$ cat src/rtl/alu_result_stage_pkg.sv
`default_nettype none
// ============================================================================
// alu_result_stage_pkg : entry layout and NZCV bit positions for the stage
// Revision 1.0
// ============================================================================
package alu_result_stage_pkg;

  localparam int RESULT_W = 16;
  localparam int NZCV_W   = 4;

  localparam int NZCV_N = 3;
  localparam int NZCV_Z = 2;
  localparam int NZCV_C = 1;
  localparam int NZCV_V = 0;

  typedef struct packed {
    logic [RESULT_W-1:0] result;
    logic [RESULT_W-1:0] rem;
    logic [NZCV_W-1:0]   nzcv;
    logic                invalid;
    logic                set_flags;
  } entry_t;

  localparam int ENTRY_W = $bits(entry_t);

endpackage : alu_result_stage_pkg
`default_nettype wire

$ cat src/rtl/alu_result_stage_if.sv
`default_nettype none
// ============================================================================
// alu_result_stage_if : producer/consumer/exception signals of the stage
// Revision 1.0
// ============================================================================
interface alu_result_stage_if #(
  parameter int WIDTH     = 16,
  parameter int CNT_WIDTH = 8
);
  logic                 in_valid;
  logic                 in_ready;
  logic [WIDTH-1:0]     in_result;
  logic [WIDTH-1:0]     in_rem;
  logic                 in_negative;
  logic                 in_zero;
  logic                 in_cout;
  logic                 in_overflow;
  logic                 in_invalid;
  logic                 in_set_flags;
  logic                 out_valid;
  logic                 out_ready;
  logic [WIDTH-1:0]     out_result;
  logic [WIDTH-1:0]     out_rem;
  logic                 out_invalid;
  logic [3:0]           cpsr_nzcv;
  logic                 dbz_sticky;
  logic                 clr_exc;
  logic [CNT_WIDTH-1:0] invalid_cnt;

  modport master (
    output in_valid, in_result, in_rem, in_negative, in_zero, in_cout,
           in_overflow, in_invalid, in_set_flags, out_ready, clr_exc,
    input  in_ready, out_valid, out_result, out_rem, out_invalid,
           cpsr_nzcv, dbz_sticky, invalid_cnt
  );

  modport slave (
    input  in_valid, in_result, in_rem, in_negative, in_zero, in_cout,
           in_overflow, in_invalid, in_set_flags, out_ready, clr_exc,
    output in_ready, out_valid, out_result, out_rem, out_invalid,
           cpsr_nzcv, dbz_sticky, invalid_cnt
  );

endinterface : alu_result_stage_if
`default_nettype wire

$ cat src/rtl/alu_result_stage_skid.sv
`default_nettype none
// ============================================================================
// result_skid_buffer : generic 2-slot valid/ready skid with registered ready
// Revision 1.0
// ============================================================================
module result_skid_buffer #(
  parameter int PAYLOAD_W = 8
) (
  input  wire logic                 clk,
  input  wire logic                 rst,
  input  wire logic                 in_valid,
  output logic                      in_ready,
  input  wire logic [PAYLOAD_W-1:0] in_data,
  output logic                      out_valid,
  input  wire logic                 out_ready,
  output logic [PAYLOAD_W-1:0]      out_data
);

  logic                 r_out_valid;
  logic                 r_skid_valid;
  logic                 r_in_ready;
  logic [PAYLOAD_W-1:0] r_out_data;
  logic [PAYLOAD_W-1:0] r_skid_data;

  logic w_accept, w_pop, w_promote, w_load_out, w_load_skid;
  logic w_out_valid_nxt, w_skid_valid_nxt;

  // in_ready is low whenever SKID is occupied, so promote and accept never coincide.
  always_comb begin
    w_accept         = in_valid & r_in_ready;
    w_pop            = r_out_valid & out_ready;
    w_promote        = w_pop & r_skid_valid;
    w_load_out       = w_accept & (~r_out_valid | w_pop);
    w_load_skid      = w_accept & r_out_valid & ~w_pop;
    w_out_valid_nxt  = w_promote | w_load_out | (r_out_valid & ~w_pop);
    w_skid_valid_nxt = (r_skid_valid & ~w_promote) | w_load_skid;
  end

  always_ff @(posedge clk) begin
    if (rst) begin
      r_out_valid  <= 1'b0;
      r_skid_valid <= 1'b0;
      r_in_ready   <= 1'b1;
      r_out_data   <= '0;
      r_skid_data  <= '0;
    end else begin
      r_out_valid  <= w_out_valid_nxt;
      r_skid_valid <= w_skid_valid_nxt;
      r_in_ready   <= ~w_skid_valid_nxt;
      if (w_promote)
        r_out_data <= r_skid_data;
      else if (w_load_out)
        r_out_data <= in_data;
      if (w_load_skid)
        r_skid_data <= in_data;
    end
  end

  assign in_ready  = r_in_ready;
  assign out_valid = r_out_valid;
  assign out_data  = r_out_data;

endmodule : result_skid_buffer
`default_nettype wire

$ cat src/rtl/alu_result_stage.sv
`default_nettype none
// ============================================================================
// alu_result_stage : registered ALU/divider result stage with CPSR commit
// Revision 1.0
// ============================================================================
module alu_result_stage
  import alu_result_stage_pkg::*;
#(
  parameter int WIDTH     = RESULT_W,
  parameter int CNT_WIDTH = 8
) (
  input  wire logic          clk,
  input  wire logic          rst,
  alu_result_stage_if.slave  bus
);

  entry_t w_in_entry;
  entry_t w_out_entry;
  logic   w_out_valid;
  logic   w_pop;

  logic [3:0]           r_cpsr_nzcv;
  logic                 r_dbz_sticky;
  logic [CNT_WIDTH-1:0] r_invalid_cnt;

  // Divide-by-zero entries are zeroed at capture so no garbage ever leaves the stage.
  always_comb begin
    w_in_entry                   = '0;
    w_in_entry.invalid           = bus.in_invalid;
    w_in_entry.set_flags         = bus.in_set_flags;
    if (!bus.in_invalid) begin
      w_in_entry.result          = bus.in_result;
      w_in_entry.rem             = bus.in_rem;
      w_in_entry.nzcv[NZCV_N]    = bus.in_negative;
      w_in_entry.nzcv[NZCV_Z]    = bus.in_zero;
      w_in_entry.nzcv[NZCV_C]    = bus.in_cout;
      w_in_entry.nzcv[NZCV_V]    = bus.in_overflow;
    end
  end

  result_skid_buffer #(
    .PAYLOAD_W (ENTRY_W)
  ) u_skid (
    .clk       (clk),
    .rst       (rst),
    .in_valid  (bus.in_valid),
    .in_ready  (bus.in_ready),
    .in_data   (w_in_entry),
    .out_valid (w_out_valid),
    .out_ready (bus.out_ready),
    .out_data  (w_out_entry)
  );

  assign w_pop = w_out_valid & bus.out_ready;

  // An invalid retire overrides a same-cycle clear: count restarts at one.
  always_ff @(posedge clk) begin
    if (rst) begin
      r_cpsr_nzcv   <= 4'b0000;
      r_dbz_sticky  <= 1'b0;
      r_invalid_cnt <= '0;
    end else begin
      if (w_pop && w_out_entry.set_flags && !w_out_entry.invalid)
        r_cpsr_nzcv <= w_out_entry.nzcv;
      if (w_pop && w_out_entry.invalid) begin
        r_dbz_sticky <= 1'b1;
        if (bus.clr_exc)
          r_invalid_cnt <= CNT_WIDTH'(1);
        else if (r_invalid_cnt != {CNT_WIDTH{1'b1}})
          r_invalid_cnt <= r_invalid_cnt + 1'b1;
      end else if (bus.clr_exc) begin
        r_dbz_sticky  <= 1'b0;
        r_invalid_cnt <= '0;
      end
    end
  end

  assign bus.out_valid   = w_out_valid;
  assign bus.out_result  = w_out_entry.result;
  assign bus.out_rem     = w_out_entry.rem;
  assign bus.out_invalid = w_out_entry.invalid;
  assign bus.cpsr_nzcv   = r_cpsr_nzcv;
  assign bus.dbz_sticky  = r_dbz_sticky;
  assign bus.invalid_cnt = r_invalid_cnt;

endmodule : alu_result_stage
`default_nettype wire

$ cat src/flat_wrapper.sv
// flat-port wrapper written by rule: the top's interface ports become plain ports
module alu_result_stage_flat import alu_result_stage_pkg::*;
#(
  parameter int WIDTH     = RESULT_W,
  parameter int CNT_WIDTH = 8
)
  (clk, rst, bus_in_valid, bus_in_result, bus_in_rem, bus_in_negative, bus_in_zero, bus_in_cout, bus_in_overflow, bus_in_invalid, bus_in_set_flags, bus_out_ready, bus_clr_exc, bus_in_ready, bus_out_valid, bus_out_result, bus_out_rem, bus_out_invalid, bus_cpsr_nzcv, bus_dbz_sticky, bus_invalid_cnt);
  alu_result_stage_if #(.WIDTH(WIDTH), .CNT_WIDTH(CNT_WIDTH)) bus_i ();
  input  wire logic clk;
  input  wire logic rst;
  input wire logic [$bits(bus_i.in_valid)-1:0] bus_in_valid;
  input wire logic [$bits(bus_i.in_result)-1:0] bus_in_result;
  input wire logic [$bits(bus_i.in_rem)-1:0] bus_in_rem;
  input wire logic [$bits(bus_i.in_negative)-1:0] bus_in_negative;
  input wire logic [$bits(bus_i.in_zero)-1:0] bus_in_zero;
  input wire logic [$bits(bus_i.in_cout)-1:0] bus_in_cout;
  input wire logic [$bits(bus_i.in_overflow)-1:0] bus_in_overflow;
  input wire logic [$bits(bus_i.in_invalid)-1:0] bus_in_invalid;
  input wire logic [$bits(bus_i.in_set_flags)-1:0] bus_in_set_flags;
  input wire logic [$bits(bus_i.out_ready)-1:0] bus_out_ready;
  input wire logic [$bits(bus_i.clr_exc)-1:0] bus_clr_exc;
  output wire logic [$bits(bus_i.in_ready)-1:0] bus_in_ready;
  output wire logic [$bits(bus_i.out_valid)-1:0] bus_out_valid;
  output wire logic [$bits(bus_i.out_result)-1:0] bus_out_result;
  output wire logic [$bits(bus_i.out_rem)-1:0] bus_out_rem;
  output wire logic [$bits(bus_i.out_invalid)-1:0] bus_out_invalid;
  output wire logic [$bits(bus_i.cpsr_nzcv)-1:0] bus_cpsr_nzcv;
  output wire logic [$bits(bus_i.dbz_sticky)-1:0] bus_dbz_sticky;
  output wire logic [$bits(bus_i.invalid_cnt)-1:0] bus_invalid_cnt;
  assign bus_i.in_valid = bus_in_valid;
  assign bus_i.in_result = bus_in_result;
  assign bus_i.in_rem = bus_in_rem;
  assign bus_i.in_negative = bus_in_negative;
  assign bus_i.in_zero = bus_in_zero;
  assign bus_i.in_cout = bus_in_cout;
  assign bus_i.in_overflow = bus_in_overflow;
  assign bus_i.in_invalid = bus_in_invalid;
  assign bus_i.in_set_flags = bus_in_set_flags;
  assign bus_i.out_ready = bus_out_ready;
  assign bus_i.clr_exc = bus_clr_exc;
  assign bus_in_ready = bus_i.in_ready;
  assign bus_out_valid = bus_i.out_valid;
  assign bus_out_result = bus_i.out_result;
  assign bus_out_rem = bus_i.out_rem;
  assign bus_out_invalid = bus_i.out_invalid;
  assign bus_cpsr_nzcv = bus_i.cpsr_nzcv;
  assign bus_dbz_sticky = bus_i.dbz_sticky;
  assign bus_invalid_cnt = bus_i.invalid_cnt;
  alu_result_stage #(.WIDTH(WIDTH), .CNT_WIDTH(CNT_WIDTH)) u_core (.clk(clk), .rst(rst), .bus(bus_i));
endmodule
$ cat config.mk
export PLATFORM = sky130hd
export DESIGN_NAME = alu_result_stage_flat
export DESIGN_NICKNAME = d
export VERILOG_FILES = /design/src/rtl/alu_result_stage_pkg.sv /design/src/rtl/alu_result_stage_if.sv /design/src/rtl/alu_result_stage_skid.sv /design/src/rtl/alu_result_stage.sv /design/src/flat_wrapper.sv
export SDC_FILE = /design/constraint.sdc
export NUM_CORES = 1
export LEC_CHECK = 0
export ABC_AREA = 1
export BUFFER_PORTS_ARGS = -buffer_cell sky130_fd_sc_hd__buf_4
export CAP_MARGIN = 20
export CORE_ASPECT_RATIO = 1.2
export CORE_UTILIZATION = 37
export DETAILED_ROUTE_END_ITERATION = 8
export PLACE_DENSITY = 0.55
export SLEW_MARGIN = 10
export SYNTH_ARGS = -nofsm -noshare
export SYNTH_HDL_FRONTEND = slang
export SYNTH_SLANG_ARGS = --single-unit
$ cat constraint.sdc
create_clock -name clk -period 2 [get_ports clk]
set_clock_uncertainty 0.15 [all_clocks]
set_input_delay 0.5 -clock clk [delete_from_list [all_inputs] [get_ports clk]]
set_output_delay 0.5 -clock clk [all_outputs]
set_load 0.05 [all_outputs]
==> Word level (Yosys, flattened, before mapping) <==
Cells that the tools add are included.
{ "op_classes": {"n_eq_ne": 1, "n_bitwise": 16, "n_div": 0, "n_mul": 0, "shifts": 0, "n_addsub": 1, "order_cmp": 0, "mux": 9, "n_reduce_logical": 8} }
{ "op_table": {"columns": ["cell", "count"], "rows": [
  ["$mux 38", 2],
  ["$mux 36", 1],
  ["$mux 8", 4],
  ["$add 8x1->8 const B", 1],
  ["$and 1x1->1", 8],
  ["$ne 8x8->1 const B", 1],
  ["$reduce_bool 2->1", 3],
  ["$not 1->1", 4],
  ["$or 1x1->1", 4],
  ["$logic_and 1x1->1", 3],
  ["$mux 1", 2],
  ["$reduce_and 2->1", 1],
  ["$logic_not 1->1", 1]
]} }
{ "word_totals": {"out_inout_bits": 48, "mem_bits_rw": 0, "latch_bits": 0, "regBits": 92, "inputBits": 43, "mem_bits_ro": 0, "n_memories": 0} }

==> Logic depth before layout (Yosys ltp) <==
{ "logic_depth": {"ltp_word": 6, "ltp_mapped": 9} }

==> Cells and area by module <==
From an unflattened synthesis, not the netlist that was laid out.
{ "hier_totals": {"hier_cells": 667, "hier_area_um2": 4434.3} }
{ "by_module_without_submodules": {"columns": ["mod", "cells_per_inst", "area_per_inst_um2", "instances"], "rows": [
  ["result_skid_buffer", 483, 3403.3, 1],
  ["alu_result_stage", 184, 1031.0, 1]
]} }

==> Worst setup path before layout <==
No wires, ideal clock.
{ "synth_timing": {"path_type": "reg-to-reg", "startpoint": "register u_core.r_invalid_cnt[0], in the netlist u_core.bus.invalid_cnt[0]", "endpoint": "register u_core.r_invalid_cnt[6], in the netlist u_core.bus.invalid_cnt[6]", "path_buffers": 0, "arrival_time_ps": 1584, "required_time_ps": 1780, "path_stages_with_launch": 8, "synth_period_minus_slack_ps": 1804, "slack_ps": 196, "setup_time_ps": 70, "path_cell_list": "dfxtp_1 ha_1 nand2_1 inv_1 nand3_2 nand2_2 nand2_1 a21oi_1"} }
{ "synth_via": {"elab_chain_cells": 4} }
{ "synth_lines": {"columns": ["element", "line_no", "text"], "rows": [
  ["start: declaration", "alu_result_stage.sv:24", "logic [CNT_WIDTH-1:0] r_invalid_cnt;"],
  ["start signal: assignment", "alu_result_stage.sv:70", "r_invalid_cnt <= r_invalid_cnt + 1'b1;"],
  ["$add 8x1->8", "alu_result_stage.sv:70", null],
  ["$mux 8", "alu_result_stage.sv:69", "else if (r_invalid_cnt != {CNT_WIDTH{1'b1}})"],
  ["$mux 8", "alu_result_stage.sv:67", "if (bus.clr_exc)"],
  ["$mux 8", "alu_result_stage.sv:65", "if (w_pop && w_out_entry.invalid) begin"]
]} }
Several ways; a longest one is shown, not always the timed one. The select of a mux whose other input is x is not followed.
A chain may end at the register's enable or synchronous reset.

==> Worst setup path in the final report <==
{ "layout_timing": {"startpoint": "register u_core.r_invalid_cnt[0], in the netlist u_core.bus.invalid_cnt[0]", "endpoint": "output bus_invalid_cnt[0]"} }
{ "layout_lines": {"columns": ["element", "line_no", "text"], "rows": [
  ["end: declaration", "flat_wrapper.sv:29", "output wire logic [$bits(bus_i.invalid_cnt)-1:0] bus_invalid_cnt;"]
]} }
No word-level cell between the ends.

==> results.toml <==
[logic_synthesis]
ys_seq_area_share_pct = 45.5
postSynthCellCount = 537
syn_nets = 581
ys_ff_latch = 92
synthFlopType = "dfxtp_1"
syn-cell-area_um2 = 4040
synthArstFlopShare_pct = 0
synth_edf_count = 0
ys_types = 26
avgSynthCellArea_um2 = 7.53
yosys_warnings = 0

[global_route]
grt_pass1_vias = 3209
overflow = 0
grt_antenna_before_repair = 0
grt_pass1_wl_mm = 15.5
grt_usage_pct = 16.9
grt_max_degree = 49

[placement]
gp_congestion = 0.825
hpwl_mm = 6.33
place_area_um2 = 4560
io_buffers = 90

[cells_and_area]
drive_above_1_share_pct = 21.3
n_fill_cell = 1075
diodes = 0
finalInstanceArea_um2 = 4820
fin_nets = 626
area_growth_pct = 19.2

[power_and_ir_drop]
powerDensity_nw_per_um2 = 843
ir_worst_vdd_uv = 406
power.leakage_nw = 2.09

[floorplan]
dieWidth_um = 97.4
io-pin-count = 91
core_area_um2 = 10600
initial_core_util_pct = 38.3
dieArea_um2 = 11400
num_rows = 41
fp.dieH_um = 117

[worst_setup_path]
crit_path_cell_trace = "buf_4"
r2r_start = "u_core.bus.invalid_cnt[0]"
r2r-end = "u_core.bus.invalid_cnt[6]"
crit_start = "u_core.bus.invalid_cnt[0]"
crit_cells = 1
crit_buf_inv = 1
path_delay_family = "flip-flops"
cpPeakStageDelay_ps = 410
endpoint_kind = "primary output"
crit_slowest_cell = "dfxtp_1"
critical_path_required_ps = 1350
cp.arrival_ps = 970
crit_end = "bus_invalid_cnt[0]"
critPathMaxFanout = 5
r2r_slack_ps = 390
setup.worst_path.class = "flip-flop to primary output"
reg2regPathDepth = 7
critPathLaunchType = "flip-flop"

[clock_network]
hold_buffers = 0
cts.repair.resized = 0
path_clk_slew_ps = 60
cts_inserted_buffers = 9
post-cts-setup-buffers = 0
cts_num_sinks = 92
insertion_delay_ps = 330
root_buffer = "clkbuf_16"
cts_max_level = 3
clk_path_buf_depth = 2
tritoncts = "yes"

[timing]
max_slew_margin_pct = 77.0
fmax_mhz = 618
fin_crit_sh_pct = 80.9
slew_viol_final = 0
finalSetupViolCount = 0
fin_crit_ps = 1620
fin_tns_setup_ps = 0
tightestPinTransition_ps = 346
rsz0062_at_grt = "false"
finalHoldViolCount = 0

[detailed_routing]
route.antenna.remaining_nets = 0
vias = 3542
via_per_inst = 4.95
drcViolationCount = 0
wirelength_mm = 9.37
dr.pass1.iters = 4
drt_iter0_markers = 144
post_drt_wl_per_cell_um = 13.1

[outcome]
run_status = "complete, no violations"

[flow_run]
max-cap-violations = 0

[worst_hold_path]
hold_path_class = "input pin to flip-flop"
flip-flops by register name, summed over array words and instances, names as in the netlist:
| register | cells |
|---|---|
| u_core.u_skid.out_valid | 1 |
| u_core.u_skid.out_data | 38 |
| u_core.bus.invalid_cnt | 8 |
| u_core.u_skid.r_skid_valid | 1 |
| u_core.u_skid.r_skid_data | 38 |
| u_core.bus.dbz_sticky | 1 |
| u_core.bus.cpsr_nzcv | 4 |
| u_core.u_skid.in_ready | 1 |
final cells by class:
type | instances | area (um2) | area share [%]
clock inverter | 4 | 26.3 | 0.545
clock buffer | 12 | 236 | 4.90
inverter | 29 | 111 | 2.31
timing repair buffer | 101 | 796 | 16.5
tap | 129 | 161 | 3.35
sequential | 92 | 1840 | 38.2
multi-input combinational | 349 | 1650 | 34.2
cells by family after synthesis:
family / after synthesis / synth area share, %
AOI/OAI and AO/OA: 210 / 26.1
DFF: 92 / 45.5
buffers and inverters: 96 / 13.7
and+or+nand+nor: 138 / 14.4
adders and majority gates: 1 / 0.309
synthesized netlist by cell type, types with 3 or more instances:
cell type	count	area, um2
clkbuf_2	5	25.0
nor2_1	28	105
o21ai_1	20	100
nand4_1	3	18.8
nand3_1	7	35.0
buf_4	36	270
inv_1	25	93.8
buf_2	9	45.0
o21ai_0	104	521
nand2_4	3	33.8
clkbuf_1	12	45.0
buf_6	5	56.3
nand2_1	91	342
dfxtp_1	92	1840
a21oi_1	84	420
through the flow:
stage | power, mW | std cells | setup WS, ps | util (%) | hold WS, ps
floorplan | 2.43 | 537 | 196 | - | 290
global placement | 2.58 | 700 | 265 | 43.1 | 304
detailed placement | 2.58 | 700 | 250 | 43.1 | 305
CTS | 4.12 | 716 | 353 | 45.6 | 249
global route | 4.26 | 716 | 249 | 45.6 | 268
finish | 4.06 | 716 | 381 | 45.6 | 258
placed cells by master (no fill, tap or decap), types with 3 or more instances in the layout:
master     instances
a21oi_1           84
buf_12             3
buf_4             98
clkbuf_1           3
clkbuf_16          9
dfxtp_1           92
inv_1             25
nand2_1           91
nand2_4            3
nand3_1            7
nand4_1            3
nor2_1            28
o21ai_0          104
o21ai_1           20
power by group:
| group | leakage, nW | switching [mW] | total, mW | internal [mW] |
|---|---|---|---|---|
| logic | 1.22 | 0.379 | 0.579 | 0.200 |
| registers | 0.750 | 0.0441 | 1.96 | 1.92 |
| clock network | 0.127 | 0.683 | 1.52 | 0.842 |
| total | 2.09 | 1.11 | 4.06 | 2.96 |
worst min-delay path by stage:
stage	from	to	slack, ps	cells past startpoint
6_report	bus_in_rem[1]	u_core.u_skid.r_skid_data[7]	260	3
5_1_grt	bus_in_set_flags	u_core.u_skid.r_skid_data[0]	270	3
4_1_cts	bus_in_rem[1]	u_core.u_skid.r_skid_data[7]	250	3
3_5_place_dp	u_core.u_skid.out_data[2]	u_core.u_skid.out_data[2]	300	2
3_3_place_gp	u_core.u_skid.out_data[0]	u_core.u_skid.out_data[0]	300	2
2_1_floorplan	u_core.u_skid.out_data[2]	u_core.u_skid.out_data[2]	290	2
metal layers:
layer  wire (um)  GRT usage [%]  share of wire [%]  up-vias
met5           0              0                  0        -
met1        4510           21.9                 48     1591
met2        4190           27.3                 45       85
met3         530           3.59                5.7       11
met4         146           7.55                1.6        0
li1            -              -                  -     1855
No activity file was read; power rests on OpenSTA's default activity.
